$ cat src/rtl/debounce_edge_detect.sv
// Raw-input conditioning stage: multi-flop synchronizer, consecutive-cycle debounce
// filter, registered rise/fall pulses and a wrapping count of accepted rising edges.
module debounce_edge_detect #(
   parameter int SYNC_STAGES     = 2,
   parameter int DEBOUNCE_CYCLES = 16,
   parameter bit RESET_LEVEL     = 1'b0,
   parameter int EDGE_CNT_W      = 8
) (
   input  logic                  clk,
   input  logic                  reset_n,
   input  logic                  d_raw,
   output logic                  q,
   output logic                  q_not,
   output logic                  rise,
   output logic                  fall,
   output logic [EDGE_CNT_W-1:0] edge_count
);

   localparam int               CNT_W    = (DEBOUNCE_CYCLES > 1) ? $clog2(DEBOUNCE_CYCLES) : 1;
   localparam logic [CNT_W-1:0] CNT_LAST = CNT_W'(DEBOUNCE_CYCLES - 1);

   logic [SYNC_STAGES-1:0] sync_q;
   logic                   s;
   logic                   mismatch;
   logic                   accept;

   logic [CNT_W-1:0]       cnt;
   logic [CNT_W-1:0]       cnt_next;
   logic                   q_next;
   logic                   rise_next;
   logic                   fall_next;
   logic [EDGE_CNT_W-1:0]  edge_count_next;

   // NOTE: the synchronizer flops are reset too, so a stale pre-reset level can
   // never leak into the filter right after release. State uses <= only.
   always_ff @(posedge clk or negedge reset_n) begin
      if (!reset_n) begin
         sync_q <= {SYNC_STAGES{RESET_LEVEL}};
      end else begin
         sync_q <= {sync_q[SYNC_STAGES-2:0], d_raw};
      end
   end

   assign s        = sync_q[SYNC_STAGES-1];
   assign mismatch = s ^ q;
   assign accept   = mismatch && (cnt == CNT_LAST);

   always_comb begin
      // NOTE: every output gets a default first, so no branch can infer a latch.
      cnt_next        = '0;
      q_next          = q;
      rise_next       = 1'b0;
      fall_next       = 1'b0;
      edge_count_next = edge_count;

      if (accept) begin
         q_next    = s;
         rise_next = s;
         fall_next = ~s;
         if (s) begin
            edge_count_next = edge_count + EDGE_CNT_W'(1);
         end
      end else if (mismatch) begin
         cnt_next = cnt + CNT_W'(1);
      end
   end

   always_ff @(posedge clk or negedge reset_n) begin
      if (!reset_n) begin
         cnt        <= '0;
         q          <= RESET_LEVEL;
         rise       <= 1'b0;
         fall       <= 1'b0;
         edge_count <= '0;
      end else begin
         cnt        <= cnt_next;
         q          <= q_next;
         rise       <= rise_next;
         fall       <= fall_next;
         edge_count <= edge_count_next;
      end
   end

   assign q_not = ~q;

endmodule

$ cat config.mk
export PLATFORM = sky130hd
export DESIGN_NAME = debounce_edge_detect
export DESIGN_NICKNAME = d
export VERILOG_FILES = /design/src/rtl/debounce_edge_detect.sv
export SDC_FILE = /design/constraint.sdc
export NUM_CORES = 1
export LEC_CHECK = 0
export BUFFER_PORTS_ARGS = -buffer_cell sky130_fd_sc_hd__buf_2
export CAP_MARGIN = 20
export CORE_AREA = 10 10 48 50
export CTS_CLUSTER_DIAMETER = 50
export DETAILED_ROUTE_END_ITERATION = 7
export DIE_AREA = 0 0 58 60
export PLACE_DENSITY = 0.84
export SYNTH_ARGS = -nofsm -noshare
export SYNTH_HDL_FRONTEND = slang
export SYNTH_SLANG_ARGS = --single-unit
$ cat constraint.sdc
create_clock -name clk -period 4.3 [get_ports clk]
set_clock_uncertainty 0.05 [all_clocks]
set_input_delay 0 -clock clk [delete_from_list [all_inputs] [get_ports clk]]
set_output_delay 0 -clock clk [all_outputs]
set_load 0.005 [all_outputs]
# After elaboration in Yosys (flattened, before gate mapping)
# Index checks and enable logic that the tools add are counted.
[word_totals]
in_bits = 3
wordCells = 18
ff_bits = 17
[op_classes]
addsub = 2
muxes = 4
n_eq_ne = 1
bitwise = 3
n_reduce_logical = 2
[ops]
columns = ["op", "n"]
rows = [
  ["8-bit by 1-bit adder with 8-bit output (second input constant)", 1],
  ["4-bit 2-to-1 mux", 2],
  ["4-bit by 1-bit adder with 4-bit output (second input constant)", 1],
  ["4-bit == test (second input constant)", 1],
  ["1-bit 2-to-1 mux", 2],
  ["1-bit inverter", 2],
  ["2-bit AND reduction", 1],
  ["1-bit logical AND", 1],
  ["1-bit XOR", 1],
]

# Longest topological paths before layout
[depth]
word_depth = 3
ltp_mapped = 4
mapped_depth_nobuf = 4

# Worst setup path before layout
# Ideal clock, no wire load.
[synth_timing]
kind = "register to register"
from = "register cnt[0]"
to = "register edge_count[1]"
required_ns = 4.125
synth_period_minus_slack_ns = 1.369
arrival_ns = 1.194
setup_slack_ns = 2.931
setup_ns = 0.125
n_path_buf = 0
path_stages_with_launch = 5
path_cell_list = "dfrtp_1 ha_1 nand3_4 nor2_2 mux2_2"
[synth_between]
elab_chain_cells = 3
[synth_rtl]
columns = ["item", "line_no", "text"]
rows = [
  ["start, declared", "27", "logic [CNT_W-1:0] cnt;"],
  ["start signal, assigned", "76", "cnt <= cnt_next;"],
  ["4-bit == test", "46", "assign accept = mismatch && (cnt == CNT_LAST);"],
  ["1-bit logical AND", "46", ""],
  ["2-bit AND reduction (no source line)", "--", ""],
  ["end signal, assigned", "80", "edge_count <= edge_count_next;"],
  ["end, declared", "16", "output logic [EDGE_CNT_W-1:0] edge_count"],
]
# No other way between the ends.
# A chain may end at the register's enable or synchronous reset.

# Worst setup path after layout
# Ends and elaborated chain as after synthesis.

==> results.sh <==
export IMPL_area_growth_pct=18.9
export IMPL_fmax_mhz=680
export IMPL_synth_seq_cells=17
export IMPL_multiInputGateArea_um2=285
export IMPL_die_x_um=58
export IMPL_dpl_hpwl_um=949
export IMPL_synth_most_common_cell="dfrtp_1"
export IMPL_max_slew_margin_pct=75.5
export IMPL_synth_top_area_cell="dfrtp_1"
export IMPL_port_buffers=14
export IMPL_rows=14
export IMPL_rsz0062_at_grt="no"
export IMPL_core_area_um2=1440
export IMPL_fill_cells=128
export IMPL_cts_made_buffers=3
export IMPL_setup_tns_ps=0
export IMPL_clockBufferDepth=2
export IMPL_gp_congestion=0.723
export IMPL_syn_area_um2=722
export IMPL_gr_usage_met1_pct=7.62
export IMPL_ys_top_cells_by_count="dfrtp_1 (17), xor2_1 (8), nand3_1 (4), nor2_1 (4), nor3_1 (4)"
export IMPL_worst_r2r_startpoint="cnt[0]$_DFF_PN0_"
export IMPL_grt_pass1_wl_um=2150
export IMPL_ant_nets=0
export IMPL_gr_usage_all_layers_pct=7.74
export IMPL_synthFlopType="dfrtp_1"
export IMPL_busiest_layer="met2"
export IMPL_totalWireLength_um=1240
export IMPL_met3_usage_pct=3.18
export IMPL_finalCriticalPeriod_ps=1470
export IMPL_clk_pin_slew_ps=90
export IMPL_clk_latency_ps=280
export IMPL_p_leak_nw=0.454
export IMPL_slowest_delay_ps=380
export IMPL_htree_levels=1
export IMPL_synth_sequential_area_ratio_pct=58.9
export IMPL_firstDrtPassIters=3
export IMPL_hold_buffers=2
export IMPL_crit_fanout=10
export IMPL_diodes=0
export IMPL_final_net_count=82
export IMPL_hold_viol=0
export IMPL_clock_sinks=17
export IMPL_grt_max_degree=18
export IMPL_irDropWorstVdd_v=0.000200
export IMPL_drive_above_1_share_pct=32.9
export IMPL_ios=15
export IMPL_cts_setup_buffers=0
export IMPL_r2r_end="edge_count[1]$_DFFE_PN0P_"
export IMPL_cp_buffers_inverters=0
export IMPL_cp_cell_sequence="ha_1, nand3_4, nor2_2, mux2_2"
export IMPL_met2_usage_pct=14.1
export IMPL_die_area_um2=3480
export IMPL_cts_resized=0
export IMPL_async_flop_share_pct=100
export IMPL_setup_viol=0
export IMPL_total_power_uw=259
export IMPL_worst_r2r_path_depth=4
export IMPL_initial_core_util_pct=50.3
export IMPL_postSynthAreaPerCell_um2=12.9
export IMPL_synth_area_leaders="dfrtp_1 (59%), xor2_1 (9.7%), nor4_2 (5.2%)"
export IMPL_cap_violations=0
export IMPL_synth_top_area_share_pct=58.9
export IMPL_slew_violations=0
export IMPL_drtIter0Drc=7
export IMPL_grt_pass1_vias=470
export IMPL_cts_root_buf="clkbuf_4"
export IMPL_startpoint_type="flip-flop"
export IMPL_via_per_inst=4.96
export IMPL_grt_overflow=0
export IMPL_period_share_pct=34.2
export IMPL_die_y_um=60
export IMPL_worst_slew_pin_slew_ps=367
export IMPL_power_density_nw_per_um2=302
export IMPL_status="completed"
export IMPL_cpMaxStageDelayCell="dfrtp_1"
export IMPL_ff_latch_area_um2=425
export IMPL_synth_cells=56
export IMPL_wl_per_cell_um=13.4
export IMPL_synth_edf_count=0
export IMPL_critical_path_class="flip-flop to flip-flop"
export IMPL_syn_nets=61
export IMPL_cts_tree="yes"
export IMPL_cp_top_family="flip-flops"
export IMPL_min_path_type="input port to async pin"
export IMPL_drc_errors=0
export IMPL_cp_data_required_time_ps=4420
export IMPL_cp_end_kind="flip-flop"
export IMPL_vias=456
export IMPL_synth_lib_cells_used_distinct=16
export IMPL_critPathArrivalTime_ps=1590
export IMPL_antenna_found_initial=0
export IMPL_ys_warn_count=0
export IMPL_r2r_setup_slack_ps=2830
-- where the power goes --
part / total, mW / switching (mW) / internal (mW)
clock: 0.0813 / 0.0454 / 0.0359
combinational: 0.0123 / 0.00722 / 0.00509
sequential: 0.166 / 0.00290 / 0.163
total: 0.259 / 0.0555 / 0.204
-- metal layers --
layer | vias to the layer above | wire (um)
met5 | - | 0
met4 | 0 | 25
met3 | 2 | 76
met2 | 9 | 627
met1 | 217 | 507
li1 | 228 | -
-- how the worst max path moves through the flow --
stage / start / to / slack, ps / cells past startpoint
floorplan: cnt[0]$_DFF_PN0_ / edge_count[1]$_DFFE_PN0P_ / 2930 / 4
global placement: cnt[0]$_DFF_PN0_ / edge_count[1]$_DFFE_PN0P_ / 2900 / 4
detailed placement: cnt[0]$_DFF_PN0_ / edge_count[1]$_DFFE_PN0P_ / 2830 / 4
CTS: cnt[0]$_DFF_PN0_ / edge_count[1]$_DFFE_PN0P_ / 2820 / 4
global route: cnt[0]$_DFF_PN0_ / edge_count[1]$_DFFE_PN0P_ / 2720 / 4
finish: cnt[0]$_DFF_PN0_ / edge_count[1]$_DFFE_PN0P_ / 2830 / 4
-- kinds of logic after synthesis --
logic type,count (synthesis),synth area share [%]
buf+inv,3,1.56
simple gates,22,20.8
mux,2,3.12
xor+xnor,10,12.1
flops,17,58.9
fa+ha+maj,2,3.47
-- stage by stage --
stage / instances / util [%] / hold WS, ps / setup slack [ps] / cell area (um2)
6_report: 92 / 59.8 / 109 / 2830 / 858
5_1_grt: 92 / 59.8 / 132 / 2720 / 858
4_1_cts: 92 / 59.8 / 116 / 2820 / 858
3_5_place_dp: 86 / 56.5 / -113 / 2830 / 812
3_3_place_gp: 86 / 56.5 / -118 / 2900 / 812
2_1_floorplan: 56 / - / -346 / 2930 / 722
-- worst reg2reg max path: cells and delay by family, from the launching register on --
| family | cells | cell delay, ps |
|---|---|---|
| flip-flops | 1 | 380 |
| AND/OR/NAND/NOR | 2 | 350 |
| multiplexers | 1 | 350 |
| adder cells (fa/ha/maj) | 1 | 240 |
-- flip-flops by register name, summed over array words and instances, names as in the netlist --
register,cells
cnt,4
edge_count,8
sync_q,2
q,1
fall,1
rise,1
-- layout make-up --
cell class                 count  share of cell area (%)
timing repair buffer          16                    10.5
multi-input combinational     36                    33.2
inverter                       3                    1.31
tap                           16                    2.33
sequential                    17                    49.6
clock buffer                   4                    3.06
-- layout by cell type (no fill, tap or decap) --
cell	Yosys	layout
dfrtp_1	17	17
buf_2	0	14
xor2_1	8	8
nor2_1	4	4
nor3_1	4	4
nand3_1	4	4
inv_1	3	3
nor4_2	3	3
clkbuf_4	0	3
xnor2_1	2	2
nand2_1	2	2
mux2_2	2	2
ha_1	2	2
dlygate4sd3_1	0	2
nand3_4	1	1
nand2b_1	1	1
nand2b_4	1	1
nor2_2	1	1
nand4_1	1	1
clkbuf_1	0	1
(Power assumes the default switching activity.)
